===== src/rtl/run_control.sv =====
// CPU run/halt/single-step sequencer: arbitrates boot, microcode halt, debug commands
// and the halt/continue buttons, and drives the CPU reset and run-enable.
module run_control #(
   parameter int BOOT_DELAY = 16,
   parameter int CNT_W      = 16,
   parameter int AUTO_RUN   = 0
) (
   input  logic             clk,
   input  logic             reset,
   input  logic             boot,
   input  logic             halt,
   input  logic             cont,
   input  logic             ucode_halt,
   input  logic             dbg_valid,
   input  logic [1:0]       dbg_op,
   input  logic [CNT_W-1:0] dbg_count,
   output logic             dbg_ready,
   output logic             cpu_reset,
   output logic             cpu_run,
   output logic             halted,
   output logic [1:0]       halt_cause,
   output logic [CNT_W-1:0] steps_left
);

   typedef enum logic [1:0] {
      S_HOLD   = 2'd0,
      S_HALTED = 2'd1,
      S_RUN    = 2'd2,
      S_STEP   = 2'd3
   } state_t;

   localparam int HOLD_W = (BOOT_DELAY > 1) ? $clog2(BOOT_DELAY) : 1;
   localparam logic [HOLD_W-1:0] HOLD_LAST = HOLD_W'(BOOT_DELAY - 1);

   localparam logic [1:0] OP_HALT  = 2'b00;
   localparam logic [1:0] OP_RUN   = 2'b01;
   localparam logic [1:0] OP_STEP  = 2'b10;
   localparam logic [1:0] OP_CLEAR = 2'b11;

   localparam logic [1:0] CAUSE_NONE   = 2'b00;
   localparam logic [1:0] CAUSE_BUTTON = 2'b01;
   localparam logic [1:0] CAUSE_DEBUG  = 2'b10;
   localparam logic [1:0] CAUSE_UCODE  = 2'b11;

   state_t            state_q, state_d;
   logic [HOLD_W-1:0] hold_cnt_q, hold_cnt_d;
   logic [1:0]        halt_cause_q, halt_cause_d;
   logic [CNT_W-1:0]  steps_left_q, steps_left_d;
   logic              halt_prev_q, halt_prev_d;
   logic              cont_prev_q, cont_prev_d;
   logic              cpu_reset_q, cpu_reset_d;
   logic              cpu_run_q, cpu_run_d;
   logic              halted_q, halted_d;
   logic              dbg_ready_q, dbg_ready_d;

   logic              halt_edge_s;
   logic              cont_edge_s;
   logic              cmd_s;
   logic [CNT_W-1:0]  steps_dec_s;

   // Next-state logic: one winning event per cycle, lower-priority events dropped
   always_comb begin
      state_d      = state_q;
      hold_cnt_d   = hold_cnt_q;
      halt_cause_d = halt_cause_q;
      steps_left_d = steps_left_q;
      halt_prev_d  = halt;
      cont_prev_d  = cont;
      halt_edge_s  = halt & ~halt_prev_q;
      cont_edge_s  = cont & ~cont_prev_q;
      cmd_s        = dbg_valid & dbg_ready_q;
      steps_dec_s  = (steps_left_q != '0) ? (steps_left_q - CNT_W'(1)) : steps_left_q;

      if (boot) begin
         state_d      = S_HOLD;
         hold_cnt_d   = '0;
         steps_left_d = '0;
      end else begin
         case (state_q)
            S_HOLD: begin
               if (hold_cnt_q == HOLD_LAST) begin
                  hold_cnt_d = '0;
                  if (AUTO_RUN != 0) begin
                     state_d = S_RUN;
                  end else begin
                     state_d      = S_HALTED;
                     halt_cause_d = CAUSE_NONE;
                  end
               end else begin
                  hold_cnt_d = hold_cnt_q + HOLD_W'(1);
               end
            end
            S_RUN: begin
               if (ucode_halt) begin
                  state_d      = S_HALTED;
                  halt_cause_d = CAUSE_UCODE;
               end else if (cmd_s) begin
                  case (dbg_op)
                     OP_HALT: begin
                        state_d      = S_HALTED;
                        halt_cause_d = CAUSE_DEBUG;
                     end
                     OP_CLEAR: halt_cause_d = CAUSE_NONE;
                     default:  state_d = S_RUN;
                  endcase
               end else if (halt_edge_s) begin
                  state_d      = S_HALTED;
                  halt_cause_d = CAUSE_BUTTON;
               end else begin
                  state_d = S_RUN;
               end
            end
            S_HALTED: begin
               if (cmd_s) begin
                  case (dbg_op)
                     OP_RUN: state_d = S_RUN;
                     OP_STEP: begin
                        if (dbg_count != '0) begin
                           state_d      = S_STEP;
                           steps_left_d = dbg_count;
                        end else begin
                           state_d = S_HALTED;
                        end
                     end
                     OP_CLEAR: halt_cause_d = CAUSE_NONE;
                     default:  state_d = S_HALTED;
                  endcase
               end else if (halt_edge_s) begin
                  // already halted: the edge wins the cycle but changes nothing
                  state_d = S_HALTED;
               end else if (cont_edge_s) begin
                  state_d = S_RUN;
               end else begin
                  state_d = S_HALTED;
               end
            end
            S_STEP: begin
               steps_left_d = steps_dec_s;
               if (ucode_halt) begin
                  state_d      = S_HALTED;
                  halt_cause_d = CAUSE_UCODE;
               end else if (halt_edge_s) begin
                  state_d      = S_HALTED;
                  halt_cause_d = CAUSE_BUTTON;
               end else if (steps_dec_s == '0) begin
                  state_d      = S_HALTED;
                  halt_cause_d = CAUSE_DEBUG;
               end else begin
                  state_d = S_STEP;
               end
            end
            default: state_d = S_HOLD;
         endcase
      end

      cpu_reset_d = (state_d == S_HOLD);
      cpu_run_d   = (state_d == S_RUN) || (state_d == S_STEP);
      halted_d    = (state_d == S_HALTED);
      dbg_ready_d = (state_d == S_HALTED) || (state_d == S_RUN);
   end

   // State, counters and registered outputs
   always_ff @(posedge clk) begin
      if (reset) begin
         state_q      <= S_HOLD;
         hold_cnt_q   <= '0;
         halt_cause_q <= CAUSE_NONE;
         steps_left_q <= '0;
         halt_prev_q  <= 1'b0;
         cont_prev_q  <= 1'b0;
         cpu_reset_q  <= 1'b1;
         cpu_run_q    <= 1'b0;
         halted_q     <= 1'b0;
         dbg_ready_q  <= 1'b0;
      end else begin
         state_q      <= state_d;
         hold_cnt_q   <= hold_cnt_d;
         halt_cause_q <= halt_cause_d;
         steps_left_q <= steps_left_d;
         halt_prev_q  <= halt_prev_d;
         cont_prev_q  <= cont_prev_d;
         cpu_reset_q  <= cpu_reset_d;
         cpu_run_q    <= cpu_run_d;
         halted_q     <= halted_d;
         dbg_ready_q  <= dbg_ready_d;
      end
   end

   assign dbg_ready  = dbg_ready_q;
   assign cpu_reset  = cpu_reset_q;
   assign cpu_run    = cpu_run_q;
   assign halted     = halted_q;
   assign halt_cause = halt_cause_q;
   assign steps_left = steps_left_q;

endmodule


===== config.mk =====
export PLATFORM = sky130hd
export DESIGN_NAME = run_control
export DESIGN_NICKNAME = d
export VERILOG_FILES = /design/src/rtl/run_control.sv
export SDC_FILE = /design/constraint.sdc
export NUM_CORES = 1
export LEC_CHECK = 0
export BUFFER_PORTS_ARGS = -buffer_cell sky130_fd_sc_hd__buf_2
export CAP_MARGIN = 10
export CORE_AREA = 3 3 78 80
export DETAILED_ROUTE_END_ITERATION = 10
export DIE_AREA = 0 0 81 83
export GPL_TIMING_DRIVEN = 0
export SYNTH_ARGS = -nofsm -noshare
export SYNTH_HDL_FRONTEND = slang
export SYNTH_SLANG_ARGS = --single-unit
export TNS_END_PERCENT = 100

===== constraint.sdc =====
create_clock -name clk -period 4.5 [get_ports clk]
set_clock_uncertainty 0.15 [all_clocks]
set_input_delay 0.9 -clock clk [delete_from_list [all_inputs] [get_ports clk]]
set_output_delay 0.9 -clock clk [all_outputs]
set_load 0.1 [all_outputs]

Yosys cells after proc, flatten, opt, wreduce, memory -nomap -nowiden. Cells that the tools add are included. Widths: inputs -> output; s select.

Add/sub/neg operators: 2. Eq/ne operators: 18. Muxes and demuxes: 32. Bitwise logic cells: 6. Reduce and logical (&&, ||, !) cells: 12.

Operators by type and width (number): $mux 16 (4); $mux 2 (21); $pmux 16 s2 (1); $reduce_bool 16->1 (2); $logic_not 16->1 (1); $pmux 2 s4 (2); $sub 16x1->16 const B (1); $eq 2x2->1 const B (6); $ne 4x4->1 const B (2); $pmux 2 s2 (2); $reduce_and 7->1 (1); $eq 2x1->1 const B (3); $logic_not 2->1 (3); $ne 2x2->1 const B (3); $pmux 2 s3 (1); $ne 5x4->1 const B (1); $add 4x1->4 const B (1); $eq 4x4->1 const B (1); $mux 4 (1); $ne 2x1->1 const B (2); $reduce_and 4->1 (1); $and 1x1->1 (3); $not 1->1 (3); $logic_or 1x1->1 (2); 2 further kinds (2).

Flip-flop bits (word level): 30. Input port bits: 25. Output and inout port bits: 22. Word-level logic and storage cells: 80.

Longest topological paths before layout. Gate-level depths: netlist of run 1.

Depth after elaboration: 10. Depth in mapped cells: 13. Mapped depth without buffers: 12.

Least setup slack after synthesis of run 1. OpenSTA, ideal clock, no wires.

Path type: reg2reg. Start point: reg steps_left_q[0], in the netlist steps_left[0]. End point: reg dbg_ready_q, in the netlist dbg_ready. Setup time: 0.128 ns. Arrival time: 3.615 ns. Data required time: 4.222 ns. Path slack: 0.607 ns. Cell stages (with the launch flop): 13. Path buffers: 1. Period minus slack after synthesis: 3.893 ns. Path through: dfxtp_1 inv_1 ha_1 clkbuf_1 or4_1 o21ai_0 nand3_1 or4b_4 nor4_4 o211a_1 or2_2 ha_1 nor2b_1.

Word-level cells in the longest chain between the ends: 10. Elaborated cells between the ends (all ways): 12. Classes of those cells: add/sub (1); eq/ne (2); mux (6); reduce/logical (3).

RTL lines: start: declaration (line 48) `logic [CNT_W-1:0] steps_left_q, steps_left_d;`; start signal: assignment (line 179) `steps_left_q <= steps_left_d;`; $sub 16x1->16 / $reduce_bool 16->1 (equally long branches) (line 72) `steps_dec_s = (steps_left_q != '0) ? (steps_left_q - CNT_W'(1)) : steps_left_q;`; $mux 16 (*) (line 72); $logic_not 16->1 (*) (line 145) `end else if (steps_dec_s == '0) begin`; $mux 2 (*) (line 145); $mux 2 (*) (line 142) `end else if (halt_edge_s) begin`; $mux 2 (*) (line 139) `if (ucode_halt) begin`; $pmux 2 s4 (*) (line 79) `case (state_q)`; $mux 2 (*) (line 74) `if (boot) begin`; $eq 2x1->1 / $eq 2x2->1 (equally long branches) (line 159) `dbg_ready_d = (state_d == S_HALTED) || (state_d == S_RUN);`; $logic_or 1x1->1 (*) (line 159); via dbg_ready_d (line 54) `logic dbg_ready_q, dbg_ready_d;`; end signal: assignment (line 185) `dbg_ready_q <= dbg_ready_d;`; end: declaration (line 54).

Mark *: on every way through the listed nets, which the timed path passes. The rest lies on a longest branch. A chain may end at the register's enable or synchronous reset.

Worst setup path after layout of run 1. Ends and elaborated chain as after synthesis.

==> results of run 1 <==
-- kinds of logic after synthesis --
group           share of synthesized area
buf+inv                            0.0427
simple gates                        0.347
xor+xnor                          0.00879
mux                               0.00502
flops                               0.301
compound gates                      0.222
fa+ha+maj                          0.0741
-- Yosys cell counts (2+ instances only) --
| cell | number |
|---|---|
| sky130_fd_sc_hd__nand3_1 | 8 |
| sky130_fd_sc_hd__clkbuf_1 | 9 |
| sky130_fd_sc_hd__a2111oi_0 | 2 |
| sky130_fd_sc_hd__a211oi_1 | 5 |
| sky130_fd_sc_hd__nor4_4 | 2 |
| sky130_fd_sc_hd__ha_1 | 11 |
| sky130_fd_sc_hd__o211ai_1 | 2 |
| sky130_fd_sc_hd__or3b_2 | 2 |
| sky130_fd_sc_hd__a21oi_1 | 17 |
| sky130_fd_sc_hd__a221oi_1 | 2 |
| sky130_fd_sc_hd__inv_1 | 10 |
| sky130_fd_sc_hd__o21ai_0 | 23 |
| sky130_fd_sc_hd__nor3_1 | 15 |
| sky130_fd_sc_hd__nor2_1 | 26 |
| sky130_fd_sc_hd__nor4_1 | 8 |
| sky130_fd_sc_hd__and3_1 | 4 |
| sky130_fd_sc_hd__or2_2 | 5 |
| sky130_fd_sc_hd__buf_2 | 2 |
| sky130_fd_sc_hd__a22oi_1 | 2 |
| sky130_fd_sc_hd__nand2_1 | 21 |
| sky130_fd_sc_hd__or4_1 | 2 |
| sky130_fd_sc_hd__dfxtp_1 | 30 |
| sky130_fd_sc_hd__a31oi_1 | 4 |
| sky130_fd_sc_hd__nor4b_1 | 4 |
| sky130_fd_sc_hd__or3_1 | 4 |
| sky130_fd_sc_hd__and2_1 | 3 |
| sky130_fd_sc_hd__nand2b_1 | 4 |
| sky130_fd_sc_hd__nor2b_1 | 7 |
-- state kept, by name (all words and copies together) (netlist names) --
signal       cells
state_q          2
cpu_reset        1
hold_cnt_q       4
halt_cause       2
dbg_ready        1
cpu_run          1
steps_left      16
cont_prev_q      1
halt_prev_q      1
halted           1
-- layout make-up --
class	instances	area (um2)
multi-input cells	206	1310
flip-flops and latches	30	601
repair buffers	46	230
clock inverters	1	5.00
clock buffers	7	86.3
well taps	72	90.1
inverters	10	37.5
fillers	590	3070
plain buffers	12	47.5
-- through the flow --
step	instance area, um2	setup WS [ps]	power [mW]	cells	util
final	2400	901	0.534	384	0.439
after global routing	2400	697	0.553	384	0.439
after CTS	2400	909	0.537	384	0.439
after global placement	2310	957	0.307	376	0.423
after floorplan	1990	607	0.287	258	-
after detailed placement	2310	919	0.308	376	0.423
-- per-layer routing --
metal  vias to the layer above  share of wire  GRT usage
met5                         -              0          0
met4                         0          0.020     0.0568
met3                        12          0.072     0.0423
met2                        73           0.48      0.289
met1                       963           0.43      0.214
li1                       1062              -          -
-- worst max-delay path, delay by kind of cell, from the launching register on --
kind,cells,cell delay [ps]
adder cells (fa/ha/maj),2,420
flip-flops,1,450
AND/OR/NAND/NOR,6,1710
AO/OA/AOI/OAI,2,420
buffers and inverters,2,330
-- worst max-delay path by stage --
stage | cells past startpoint | slack (ps) | from | end
3_3_place_gp | 12 | 960 | steps_left[0]$_SDFFE_PP0P_ | dbg_ready$_SDFF_PP0_
4_1_cts | 12 | 910 | steps_left[0]$_SDFFE_PP0P_ | dbg_ready$_SDFF_PP0_
3_5_place_dp | 12 | 920 | steps_left[0]$_SDFFE_PP0P_ | dbg_ready$_SDFF_PP0_
6_report | 12 | 900 | steps_left[0]$_SDFFE_PP0P_ | dbg_ready$_SDFF_PP0_
5_1_grt | 12 | 700 | steps_left[0]$_SDFFE_PP0P_ | dbg_ready$_SDFF_PP0_
2_1_floorplan | 12 | 610 | steps_left[0]$_SDFFE_PP0P_ | dbg_ready$_SDFF_PP0_
-- power groups by stage --
stage | registers (mW) | logic (mW) | clock network [mW]
final | 0.268 | 0.0333 | 0.233
after CTS | 0.268 | 0.0334 | 0.235
after detailed placement | 0.275 | 0.0331 | 0
after floorplan | 0.274 | 0.0131 | 0
after global routing | 0.269 | 0.0374 | 0.248
after global placement | 0.274 | 0.0330 | 0
==> implementation parameters, run 1 <==
Parameter                              Value

STA
  Final count of pins violating max slew    0
  RSZ-0062 raised after global routing    false
  Worst rel slew slack    0.526
  Post-route clock period utilization    0.800
  Hold_ws    345 ps
  Final hold viol count    0
  Least-Margin Pin Slew    704 ps
  Timing-limited maximum frequency    278 MHz
  Total negative setup slack    0 ps
  Final critical delay including setup and external delays    3600 ps
  Setup violation total in the final timing report    0

Global route
  GRT Resource Usage Total    0.173
  Initial antenna violation count    0
  Sum of overflow across all layers after global routing    0
  Maximum number of pins on one net before global-route repair    11
  Vias in the first global route    2032
  First-pass GRT wire length    9360 um

Routing
  Via count    2110
  Iteration count of the initial detailed-routing pass    4
  Final routed DRC violation total    0
  Via density per instance    5.49
  Detailed-route wire length    5720 um
  Number of routed nets with antenna violations    0
  Initial detailed-routing violation count    93
  Post-detailed-route wirelength per cell    14.9 um

Clocking
  Clock root buffer master    sky130_fd_sc_hd__clkbuf_8
  Number of buffers inserted by hold repair at cts    0
  Inserted Clock Buffers    5
  CTS H-tree lvls    2
  Clock slew seen by the registers of the worst setup and hold paths    70 ps
  Number of setup buffers added after CTS    0
  Resize count post-CTS    0
  CTS tree    yes
  Clock Tree Buf Depth    2
  Clock insertion delay at the later pin of the skew report    290 ps
  CTS sink count    30

Logic synthesis
  Number of synthesized register bits    30
  Primary flip-flop cell chosen by synthesis mapping    sky130_fd_sc_hd__dfxtp_1
  Synth async-reset ratio    0
  Synth Net Count    294
  Number of flops mapped to enable cells by yosys    0
  Number of different library cells in the post-synthesis netlist    52
  Number of instances in the synthesized netlist    258
  Top cell type's share of synthesized area    0.301
  Cells taking the most area after synthesis    sky130_fd_sc_hd__dfxtp_1, sky130_fd_sc_hd__ha_1, sky130_fd_sc_hd__o21ai_0
  Leading area contributor after synthesis    sky130_fd_sc_hd__dfxtp_1
  Sequential-to-total area share from yosys stat    0.301
  Cell area after synthesis    1990 um2
  Yosys warning total    0
  Post-synthesis average cell area    7.73 um2

Min path
  Classification of the worst-slack hold path    flop to flop
  Hold Path End    hold_cnt_q[3]$_SDFFE_PP0N_
  Worst min-delay path startpoint    hold_cnt_q[3]$_SDFFE_PP0N_
  Worst hold path depth    2

Power and ir drop
  Maximum resistive drop on vdd    151 uV
  Static Leakage    0.991 nW
  Gate power share    0.062
  Flop pwr share    0.502
  Switching share of power    0.243
  Clock power share    0.435
  Switching power of the nets    0.130 mW
  Internal power    0.404 mW
  Power density normalized to cell area    222 nW/um2

Cells and area
  Leading cell types in the layout, fill and taps excluded    sky130_fd_sc_hd__buf_2, sky130_fd_sc_hd__dfxtp_1, sky130_fd_sc_hd__nor2_1
  Final Net Count    347
  Leading cell type in the layout, fill and taps excluded    sky130_fd_sc_hd__buf_2
  Post-synthesis to final-layout area growth    20.7%
  Ant. Diodes    0
  Share of layout cells above drive strength 1    0.228

Critical path
  Worst r2r dst    dbg_ready$_SDFF_PP0_
  Worst reg2reg startpoint    steps_left[0]$_SDFFE_PP0P_
  Critical Path, Cell by Cell    inv_1 -> ha_1 -> clkbuf_1 -> or4_1 -> o21ai_0 -> nand3_1 -> or4b_4 -> nor4_4 -> o211a_1 -> or2_2 -> ha_1 -> nor2b_1
  Category of the most critical setup path    flop to flop
  Largest stage delay, worst path    500 ps
  Startpoint class of the critical path    flop
  Worst Path Max Fanout    10
  R2R cell count    12
  Data arrival time of the worst path    3610 ps
  CP dominant cell by count    sky130_fd_sc_hd__ha_1
  Data required time of the worst path    4510 ps
  Slowest stage cell on the critical path    sky130_fd_sc_hd__or4b_4
  Nature of the critical path endpoint    flop
  Register-to-register setup slack    900 ps

Die
  Die Footprint    6720 um2
  Core footprint    5470 um2
  Boundary pin count    47
  Effective utilization at floorplan    0.364
  Vertical die dimension    83 um
  Die width    81 um
  Count of standard-cell rows    27

Place
  Global placer's final weighted congestion    0.891
  Quantity of I/O buffers inserted on ports    46
  Detailed placement HPWL    4440 um

Run status
  Status    complete, no violations

Job
  # Max-Cap Violations    0
Power figures use the tool's default switching activity.
==> inputs of run 2 (changes only) <==
--- a/config.mk
+++ b/config.mk
@@ -5,11 +5,12 @@
 export SDC_FILE = /design/constraint.sdc
 export NUM_CORES = 1
 export LEC_CHECK = 0
+export ABC_AREA = 1
 export BUFFER_PORTS_ARGS = -buffer_cell sky130_fd_sc_hd__buf_2
 export CAP_MARGIN = 10
-export CORE_AREA = 3 3 78 80
+export CORE_AREA = 3 3 82 84
 export DETAILED_ROUTE_END_ITERATION = 10
-export DIE_AREA = 0 0 81 83
+export DIE_AREA = 0 0 85 87
 export GPL_TIMING_DRIVEN = 0
 export SYNTH_ARGS = -nofsm -noshare
 export SYNTH_HDL_FRONTEND = slang
==> constraint.sdc (replaced) <==
create_clock -name clk -period 3.7 [get_ports clk]
set_clock_uncertainty 0.15 [all_clocks]
set_input_delay 0.74 -clock clk [delete_from_list [all_inputs] [get_ports clk]]
set_output_delay 0.74 -clock clk [all_outputs]
set_load 0.1 [all_outputs]
==> run 2 against run 1 <==
Compared with the run above: register-to-register slack improved by 150 ps; utilization fell by 0.082 points; design area rose by 9.3%; critical path depth is 6 higher; combinational power rose by 44%; hold slack worse by 32 ps; critical endpoint is now cpu_run$_SDFF_PP0_; fmax increased by 36%; clock power rose by 18%; global-route usage is 0.45 points higher; largest power group unchanged; largest cell class unchanged; count of clock-buffer cells in the layout did not move.
==> implementation parameters, run 2 <==
Parameter                              Value

Run status
  Status    complete, no violations

Clocking
  Clock Tree Buf Depth    2 (unchanged)
  Clock slew seen by the registers of the worst setup and hold paths    60 ps (about the same)
  CTS H-tree lvls    2 (unchanged)
  Clock insertion delay at the later pin of the skew report    280 ps (about the same)
  Inserted Clock Buffers    5 (unchanged)
  Resize count post-CTS    0 (unchanged)
  CTS tree    yes
  CTS sink count    30 (unchanged)
  Number of setup buffers added after CTS    0 (unchanged)
  Clock root buffer master    sky130_fd_sc_hd__clkbuf_8
  Number of buffers inserted by hold repair at cts    0 (unchanged)

Die
  Vertical die dimension    87 um (+4.8%)
  Die Footprint    7400 um2 (+10%)
  Count of standard-cell rows    28 (+3.7%)
  Boundary pin count    47 (unchanged)
  Core footprint    5990 um2 (+9.5%)
  Effective utilization at floorplan    0.370 (+0.00589)
  Die width    85 um (+4.9%)

Routing
  Detailed-route wire length    6090 um (+6.5%)
  Number of routed nets with antenna violations    0 (unchanged)
  Via count    2404 (+14%)
  Final routed DRC violation total    0 (unchanged)
  Iteration count of the initial detailed-routing pass    4 (unchanged)
  Via density per instance    4.96 (-9.8%)
  Post-detailed-route wirelength per cell    12.6 um (-16%)
  Initial detailed-routing violation count    111 (+19%)

Logic synthesis
  Synth async-reset ratio    0 (unchanged)
  Number of synthesized register bits    30 (unchanged)
  Number of flops mapped to enable cells by yosys    0 (unchanged)
  Post-synthesis average cell area    6.21 um2 (-20%)
  Cell area after synthesis    2220 um2 (+11%)
  Number of different library cells in the post-synthesis netlist    28 (-46%)
  Leading area contributor after synthesis    sky130_fd_sc_hd__dfxtp_1
  Primary flip-flop cell chosen by synthesis mapping    sky130_fd_sc_hd__dfxtp_1
  Top cell type's share of synthesized area    0.271 (-0.0304)
  Cells taking the most area after synthesis    sky130_fd_sc_hd__dfxtp_1, sky130_fd_sc_hd__nand2_1, sky130_fd_sc_hd__nor2_1
  Synth Net Count    393 (+34%)
  Number of instances in the synthesized netlist    357 (+38%)
  Yosys warning total    0 (unchanged)
  Cell with the most instances after synthesis    sky130_fd_sc_hd__nand2_1
  Leading cell types by count after synthesis    sky130_fd_sc_hd__nand2_1, sky130_fd_sc_hd__nor2_1, sky130_fd_sc_hd__inv_1, sky130_fd_sc_hd__dfxtp_1, sky130_fd_sc_hd__a21oi_1
  Sequential-to-total area share from yosys stat    0.271 (-0.0304)

Cells and area
  Final Net Count    445 (+28%)
  Share of layout cells above drive strength 1    0.173 (-0.0544)
  Final core utilization    0.439 (-0.000819)
  Max FFs per register    16 (unchanged)
  Leading cell types in the layout, fill and taps excluded    sky130_fd_sc_hd__nand2_1, sky130_fd_sc_hd__nor2_1, sky130_fd_sc_hd__inv_1
  Ant. Diodes    0 (unchanged)
  Post-synthesis to final-layout area growth    18.5%
  Final non-filler cell total    485 (+26%)
  Leading cell type in the layout, fill and taps excluded    sky130_fd_sc_hd__nand2_1
  Fill cells    672 (+14%)

Critical path
  Category of the most critical setup path    flop to flop
  Nature of the critical path endpoint    flop
  Data required time of the worst path    3700 ps (-810 ps)
  Worst Path Max Fanout    7 (-3)
  R2R cell count    18 (+6)
  Worst r2r dst    cpu_run$_SDFF_PP0_
  Startpoint class of the critical path    flop
  Data arrival time of the worst path    2650 ps (-960 ps)
  Worst reg2reg startpoint    steps_left[0]$_SDFFE_PP0P_
  Register-to-register setup slack    1050 ps (+150 ps)

Place
  DP Cell Count    477 (+27%)
  Detailed placement HPWL    4970 um (+12%)
  Global placer's final weighted congestion    0.911 (+2.3%)
  Quantity of I/O buffers inserted on ports    45 (-2.2%)

Global route
  Maximum number of pins on one net before global-route repair    11 (unchanged)
  First-pass GRT wire length    10600 um (+13%)
  Sum of overflow across all layers after global routing    0 (unchanged)
  Vias in the first global route    2348 (+16%)
  Initial antenna violation count    0 (unchanged)
  GRT Resource Usage Total    0.178 (+0.00451)

Power and ir drop
  Flop pwr share    0.503 (about the same)
  Gate power share    0.074 (+0.012)
  Maximum resistive drop on vdd    147 uV (-2.6%)
  Power density normalized to cell area    247 nW/um2 (+11%)
  Clock power share    0.423 (-0.012)
  Static Leakage    1.51 nW (+52%)
  Internal power    0.494 mW (+22%)
  Switching power of the nets    0.155 mW (+19%)
  Switching share of power    0.238 (-0.00466)

Min path
  Classification of the worst-slack hold path    flop to flop
  Worst min-delay path startpoint    hold_cnt_q[3]$_SDFFE_PP0N_
  Hold Path End    hold_cnt_q[3]$_SDFFE_PP0N_
  Worst hold path depth    1 (-1)

Job
  # Max-Cap Violations    0 (unchanged)

STA
  Worst rel slew slack    0.580 (+0.0544)
  Post-route clock period utilization    0.717 (-0.0828)
  Least-Margin Pin Slew    627 ps (-77.4 ps)
  Final critical delay including setup and external delays    2650 ps (-946 ps)
  Timing-limited maximum frequency    377 MHz (+36%)
  Final count of pins violating max slew    0 (unchanged)
  Setup violation total in the final timing report    0 (unchanged)
  Final hold viol count    0 (unchanged)
  Total negative setup slack    0 ps (unchanged)
  RSZ-0062 raised after global routing    false
run 2: cells by family after synthesis:
group	after synthesis	synth area share
DFF	30	0.271
buffers and inverters	57	0.100
xor gates and xnor gates	3	0.0119
adders and majority gates	11	0.0621
and+or+nand+nor	195	0.392
AOI/OAI and AO/OA	61	0.163
run 2: routing by layer:
| metal | wire (um) | track usage | vias up |
|---|---|---|---|
| li1 | - | - | 1263 |
| met1 | 2700 | 0.212 | 1062 |
| met2 | 2920 | 0.312 | 62 |
| met3 | 253 | 0.0284 | 17 |
| met4 | 210 | 0.0806 | 0 |
| met5 | 0 | 0 | - |
run 2: layout make-up:
type                            count  area [um2]  share of cell area
Buffer                              8        38.8              0.0148
Clock buffer                        7        86.3              0.0329
Clock inverter                      1        5.00             0.00190
Inverter                           49         184              0.0700
Multi-Input combinational cell    270        1390               0.530
Sequential cell                    30         601               0.229
Tap cell                           75        93.8              0.0357
Timing Repair Buffer               45         225              0.0857
run 2: critical path, cell delays in order, from the launching register on:
cell and delay, ps:
sky130_fd_sc_hd__dfxtp_1 350, sky130_fd_sc_hd__inv_1 200, sky130_fd_sc_hd__ha_1 310, sky130_fd_sc_hd__nand2_2 140
sky130_fd_sc_hd__nor2_2 160, sky130_fd_sc_hd__nand2_1 70, sky130_fd_sc_hd__nand2_1 50, sky130_fd_sc_hd__nand2_1 50
sky130_fd_sc_hd__nand2_1 70, sky130_fd_sc_hd__nand2_1 50, sky130_fd_sc_hd__nor2_1 120, sky130_fd_sc_hd__nand3_2 110
sky130_fd_sc_hd__nand2_4 100, sky130_fd_sc_hd__nand3_2 90, sky130_fd_sc_hd__nand2_2 110, sky130_fd_sc_hd__inv_1 70
sky130_fd_sc_hd__ha_1 180, sky130_fd_sc_hd__nor2_1 100, sky130_fd_sc_hd__nor2_1 50
run 2: worst max path at each step:
stage / from / to / cells after the start / slack [ps]
4_1_cts: steps_left[0]$_SDFFE_PP0P_ / cpu_run$_SDFF_PP0_ / 18 / 1010
3_5_place_dp: steps_left[0]$_SDFFE_PP0P_ / cpu_run$_SDFF_PP0_ / 18 / 1040
6_report: steps_left[0]$_SDFFE_PP0P_ / cpu_run$_SDFF_PP0_ / 18 / 1050
5_1_grt: steps_left[0]$_SDFFE_PP0P_ / cpu_run$_SDFF_PP0_ / 18 / 750
2_1_floorplan: steps_left[0]$_SDFFE_PP0P_ / cpu_run$_SDFF_PP0_ / 16 / 610
3_3_place_gp: steps_left[0]$_SDFFE_PP0P_ / cpu_run$_SDFF_PP0_ / 18 / 1060
run 2: power by group through the flow:
stage,clock network [mW],logic [mW],registers (mW)
final,0.275,0.0479,0.326
after global placement,0,0.0471,0.334
after CTS,0.284,0.0477,0.326
after floorplan,0,0.0263,0.333
after detailed placement,0,0.0472,0.334
after global routing,0.295,0.0559,0.326
run 2: through the flow:
stage / hold WS [ps] / area (um2) / worst slack [ps] / power [mW]
6_report: 314 / 2630 / 1050 / 0.649
5_1_grt: 331 / 2630 / 748 / 0.677
4_1_cts: 319 / 2630 / 1010 / 0.658
3_5_place_dp: 308 / 2540 / 1040 / 0.381
3_3_place_gp: 295 / 2540 / 1060 / 0.381
2_1_floorplan: 272 / 2220 / 608 / 0.360
==> inputs of run 3 (changes only) <==
--- a/config.mk
+++ b/config.mk
@@ -5,12 +5,12 @@
 export SDC_FILE = /design/constraint.sdc
 export NUM_CORES = 1
 export LEC_CHECK = 0
-export ABC_AREA = 1
+export ABC_AREA = 0
 export BUFFER_PORTS_ARGS = -buffer_cell sky130_fd_sc_hd__buf_2
 export CAP_MARGIN = 10
-export CORE_AREA = 3 3 82 84
+export CORE_AREA = 3 3 78 80
 export DETAILED_ROUTE_END_ITERATION = 10
-export DIE_AREA = 0 0 85 87
+export DIE_AREA = 0 0 81 83
 export GPL_TIMING_DRIVEN = 0
 export SYNTH_ARGS = -nofsm -noshare
 export SYNTH_HDL_FRONTEND = slang
==> constraint.sdc (replaced) <==
create_clock -name clk -period 2.1 [get_ports clk]
set_clock_uncertainty 0.15 [all_clocks]
set_input_delay 0.42 -clock clk [delete_from_list [all_inputs] [get_ports clk]]
set_output_delay 0.42 -clock clk [all_outputs]
set_load 0.1 [all_outputs]
==> run 3 against run 2 <==
Compared with the run above: the flow now finishes with violations (setup timing); die area shrank 9.1%; cell count shrank 17%; design area grew 12%; utilization grew 10 points; combinational power grew 78%; global-route usage grew 0.67 points; via count shrank 5.4%; routed wire length grew 6.7%; first-iteration DRC count shrank 2.7%; register-to-register slack lost 1900 ps; fmax shrank 9.5%; sequential power grew 75%; critical path type unchanged; largest cell class unchanged.
==> implementation parameters, run 3 (synthesis results as in run 1) <==
Parameter                              Value

Global route
  GRT Resource Usage Total    0.184 (+0.00674)
  Sum of overflow across all layers after global routing    0 (unchanged)
  First-pass GRT wire length    9800 um (-7.5%)
  Vias in the first global route    2029 (-14%)
  Initial antenna violation count    0 (unchanged)
  Maximum number of pins on one net before global-route repair    11 (unchanged)

Power and ir drop
  Power density normalized to cell area    389 nW/um2 (+58%)
  Switching share of power    0.245 (+0.00643)
  Internal power    0.869 mW (+76%)
  Static Leakage    1.21 nW (-20%)
  Clock power share    0.429 (+0.006)
  Flop pwr share    0.496 (-0.007)
  Switching power of the nets    0.282 mW (+82%)
  Maximum resistive drop on vdd    274 uV (+86%)
  Gate power share    0.074 (about the same)

Critical path
  Category of the most critical setup path    flop to flop
  Worst reg2reg startpoint    steps_left[0]$_SDFFE_PP0P_
  R2R cell count    11 (-7)
  Nature of the critical path endpoint    flop
  Register-to-register setup slack    -830 ps (-1880 ps)
  Startpoint class of the critical path    flop
  Critical path origin    steps_left[0]$_SDFFE_PP0P_
  Worst r2r dst    dbg_ready$_SDFF_PP0_
  Worst Path Max Fanout    4 (-3)
  Data required time of the worst path    2110 ps (-1590 ps)
  Data arrival time of the worst path    2940 ps (+290 ps)

Cells and area
  Ant. Diodes    0 (unchanged)
  Final core utilization    0.540 (+0.101)
  Max FFs per register    16 (unchanged)
  Multi-input logic area    1640 um2 (+17%)
  Leading cell type in the layout, fill and taps excluded    sky130_fd_sc_hd__buf_2
  Leading cell types in the layout, fill and taps excluded    sky130_fd_sc_hd__buf_2, sky130_fd_sc_hd__nor2_1, sky130_fd_sc_hd__o21ai_0
  Final non-filler cell total    402 (-17%)
  Post-synthesis to final-layout area growth    48.3%
  Final Net Count    365 (-18%)
  Sequential cell area in the final layout    629 um2 (+4.8%)
  Fill cells    534 (-21%)
  Share of layout cells above drive strength 1    0.458 (+0.284)

Clocking
  Clock slew seen by the registers of the worst setup and hold paths    70 ps (about the same)
  CTS sink count    30 (unchanged)
  Clock root buffer master    sky130_fd_sc_hd__clkbuf_8
  CTS tree    yes
  Inserted Clock Buffers    5 (unchanged)
  Clock Tree Buf Depth    2 (unchanged)
  CTS H-tree lvls    2 (unchanged)
  Clock insertion delay at the later pin of the skew report    290 ps (about the same)

STA
  Least-Margin Pin Slew    624 ps (-2.95 ps)
  Final critical delay including setup and external delays    2930 ps (+279 ps)
  RSZ-0062 raised after global routing    true
  Worst rel slew slack    0.584 (+0.00351)
  Final hold viol count    0 (unchanged)
  Post-route clock period utilization    1.40 (+0.679)
  Hold_ws    206 ps (-107 ps)
  Final count of pins violating max slew    0 (unchanged)
  Setup slack of the critical path after layout    -832 ps (-1880 ps)
  Timing-limited maximum frequency    341 MHz (-9.5%)
  Setup violation total in the final timing report    19 (+19)

Routing
  Post-detailed-route wirelength per cell    16.2 um (+29%)
  Via density per instance    5.66 (+14%)
  Detailed-route wire length    6500 um (+6.7%)
  Via count    2274 (-5.4%)
  Final routed DRC violation total    0 (unchanged)
  Initial detailed-routing violation count    108 (-2.7%)
  Number of routed nets with antenna violations    0 (unchanged)
  Iteration count of the initial detailed-routing pass    4 (unchanged)

Min path
  Hold Path End    halt_prev_q$_SDFF_PP0_
  Worst min-delay path startpoint    halt
  Worst hold path depth    2 (+1)
  Classification of the worst-slack hold path    input pin to flop

Place
  DP Cell Count    376 (-21%)
  Minimum setup slack after placement    -1120 ps (-2160 ps)
  Quantity of I/O buffers inserted on ports    46 (+2.2%)
  Global placer's final weighted congestion    0.838 (-8.1%)
  Detailed placement HPWL    4380 um (-12%)

Die
  Effective utilization at floorplan    0.364 (-0.00589)
  Count of standard-cell rows    27 (-3.6%)
  Boundary pin count    47 (unchanged)
  Die width    81 um (-4.7%)
  Vertical die dimension    83 um (-4.6%)
  Die Footprint    6720 um2 (-9.1%)
  Core footprint    5470 um2 (-8.6%)

Run status
  Status    complete, but fails checks
  Violations in the final reports    setup timing

Job
  # Max-Cap Violations    0 (unchanged)
[run 3: cell types whose count changed in the layout (fill, tap and decap cells not counted), moves of 11 or more]
cell / before / now
sky130_fd_sc_hd__nand3_1: 25 / 7
sky130_fd_sc_hd__buf_4: 0 / 14
sky130_fd_sc_hd__nor2_1: 52 / 24
sky130_fd_sc_hd__dfxtp_1: 30 / 13
sky130_fd_sc_hd__o221ai_1: 12 / 0
sky130_fd_sc_hd__nand2_1: 92 / 18
sky130_fd_sc_hd__nor3_1: 1 / 12
sky130_fd_sc_hd__dfxtp_2: 0 / 14
sky130_fd_sc_hd__inv_1: 49 / 8
sky130_fd_sc_hd__a21oi_1: 28 / 15
[run 3: area by class of cell]
cell class                      count  area share
Inverter                           10      0.0144
Tap cell                           72      0.0305
Sequential cell                    30       0.213
Buffer                              9      0.0178
Clock buffer                        8      0.0305
Multi-Input combinational cell    206       0.554
Timing Repair Buffer               67       0.140
[run 3: through the flow]
step / total power, mW / TNS [ps] / instance area [um2]
after detailed placement: 0.655 / -12700 / 2430
after CTS: 1.15 / -6050 / 2690
final: 1.15 / -7290 / 2960
after floorplan: 0.612 / -6850 / 2110
after global routing: 1.19 / -9700 / 2960
after global placement: 0.655 / -12850 / 2430
[run 3: critical path: stages (launching register included)]
cell	delay (ps)
sky130_fd_sc_hd__dfxtp_4	390
sky130_fd_sc_hd__inv_4	60
sky130_fd_sc_hd__ha_4	170
sky130_fd_sc_hd__or4_4	410
sky130_fd_sc_hd__o21ai_2	150
sky130_fd_sc_hd__nand3_1	90
sky130_fd_sc_hd__or4b_4	500
sky130_fd_sc_hd__nor4_4	210
sky130_fd_sc_hd__o211a_1	240
sky130_fd_sc_hd__or2_4	140
sky130_fd_sc_hd__ha_4	180
sky130_fd_sc_hd__nor2b_4	110
[run 3: timing repair]
item | in CTS | in global routing
setup buffers | 8 | 13
pin swaps | 10 | 36
endpoints found under the setup margin | 22 | 23
hold buffers | 0 | 0
resized for setup | 27 | 43
[run 3: metal layers]
metal | GRT usage | share of wire | vias up
li1 | - | - | 1106
met1 | 0.239 | 0.43 | 1077
met2 | 0.297 | 0.49 | 81
met3 | 0.0380 | 0.068 | 10
met4 | 0.0676 | 0.016 | 0
met5 | 0 | 0 | -
[run 3: power by group through the flow]
| stage | Clock [mW] | Sequential (mW) | Combinational (mW) |
|---|---|---|---|
| finish | 0.494 | 0.571 | 0.0853 |
| global route | 0.522 | 0.572 | 0.0936 |
| CTS | 0.503 | 0.571 | 0.0785 |
| detailed placement | 0 | 0.584 | 0.0715 |
| global placement | 0 | 0.584 | 0.0715 |
| floorplan | 0 | 0.583 | 0.0282 |
[run 3: how the worst max path moves through the flow]
stage / to / slack, ps
4_1_cts: dbg_ready$_SDFF_PP0_ / -990
6_report: dbg_ready$_SDFF_PP0_ / -830
5_1_grt: dbg_ready$_SDFF_PP0_ / -1020
3_3_place_gp: dbg_ready$_SDFF_PP0_ / -1140
3_5_place_dp: dbg_ready$_SDFF_PP0_ / -1120
2_1_floorplan: dbg_ready$_SDFF_PP0_ / -1040
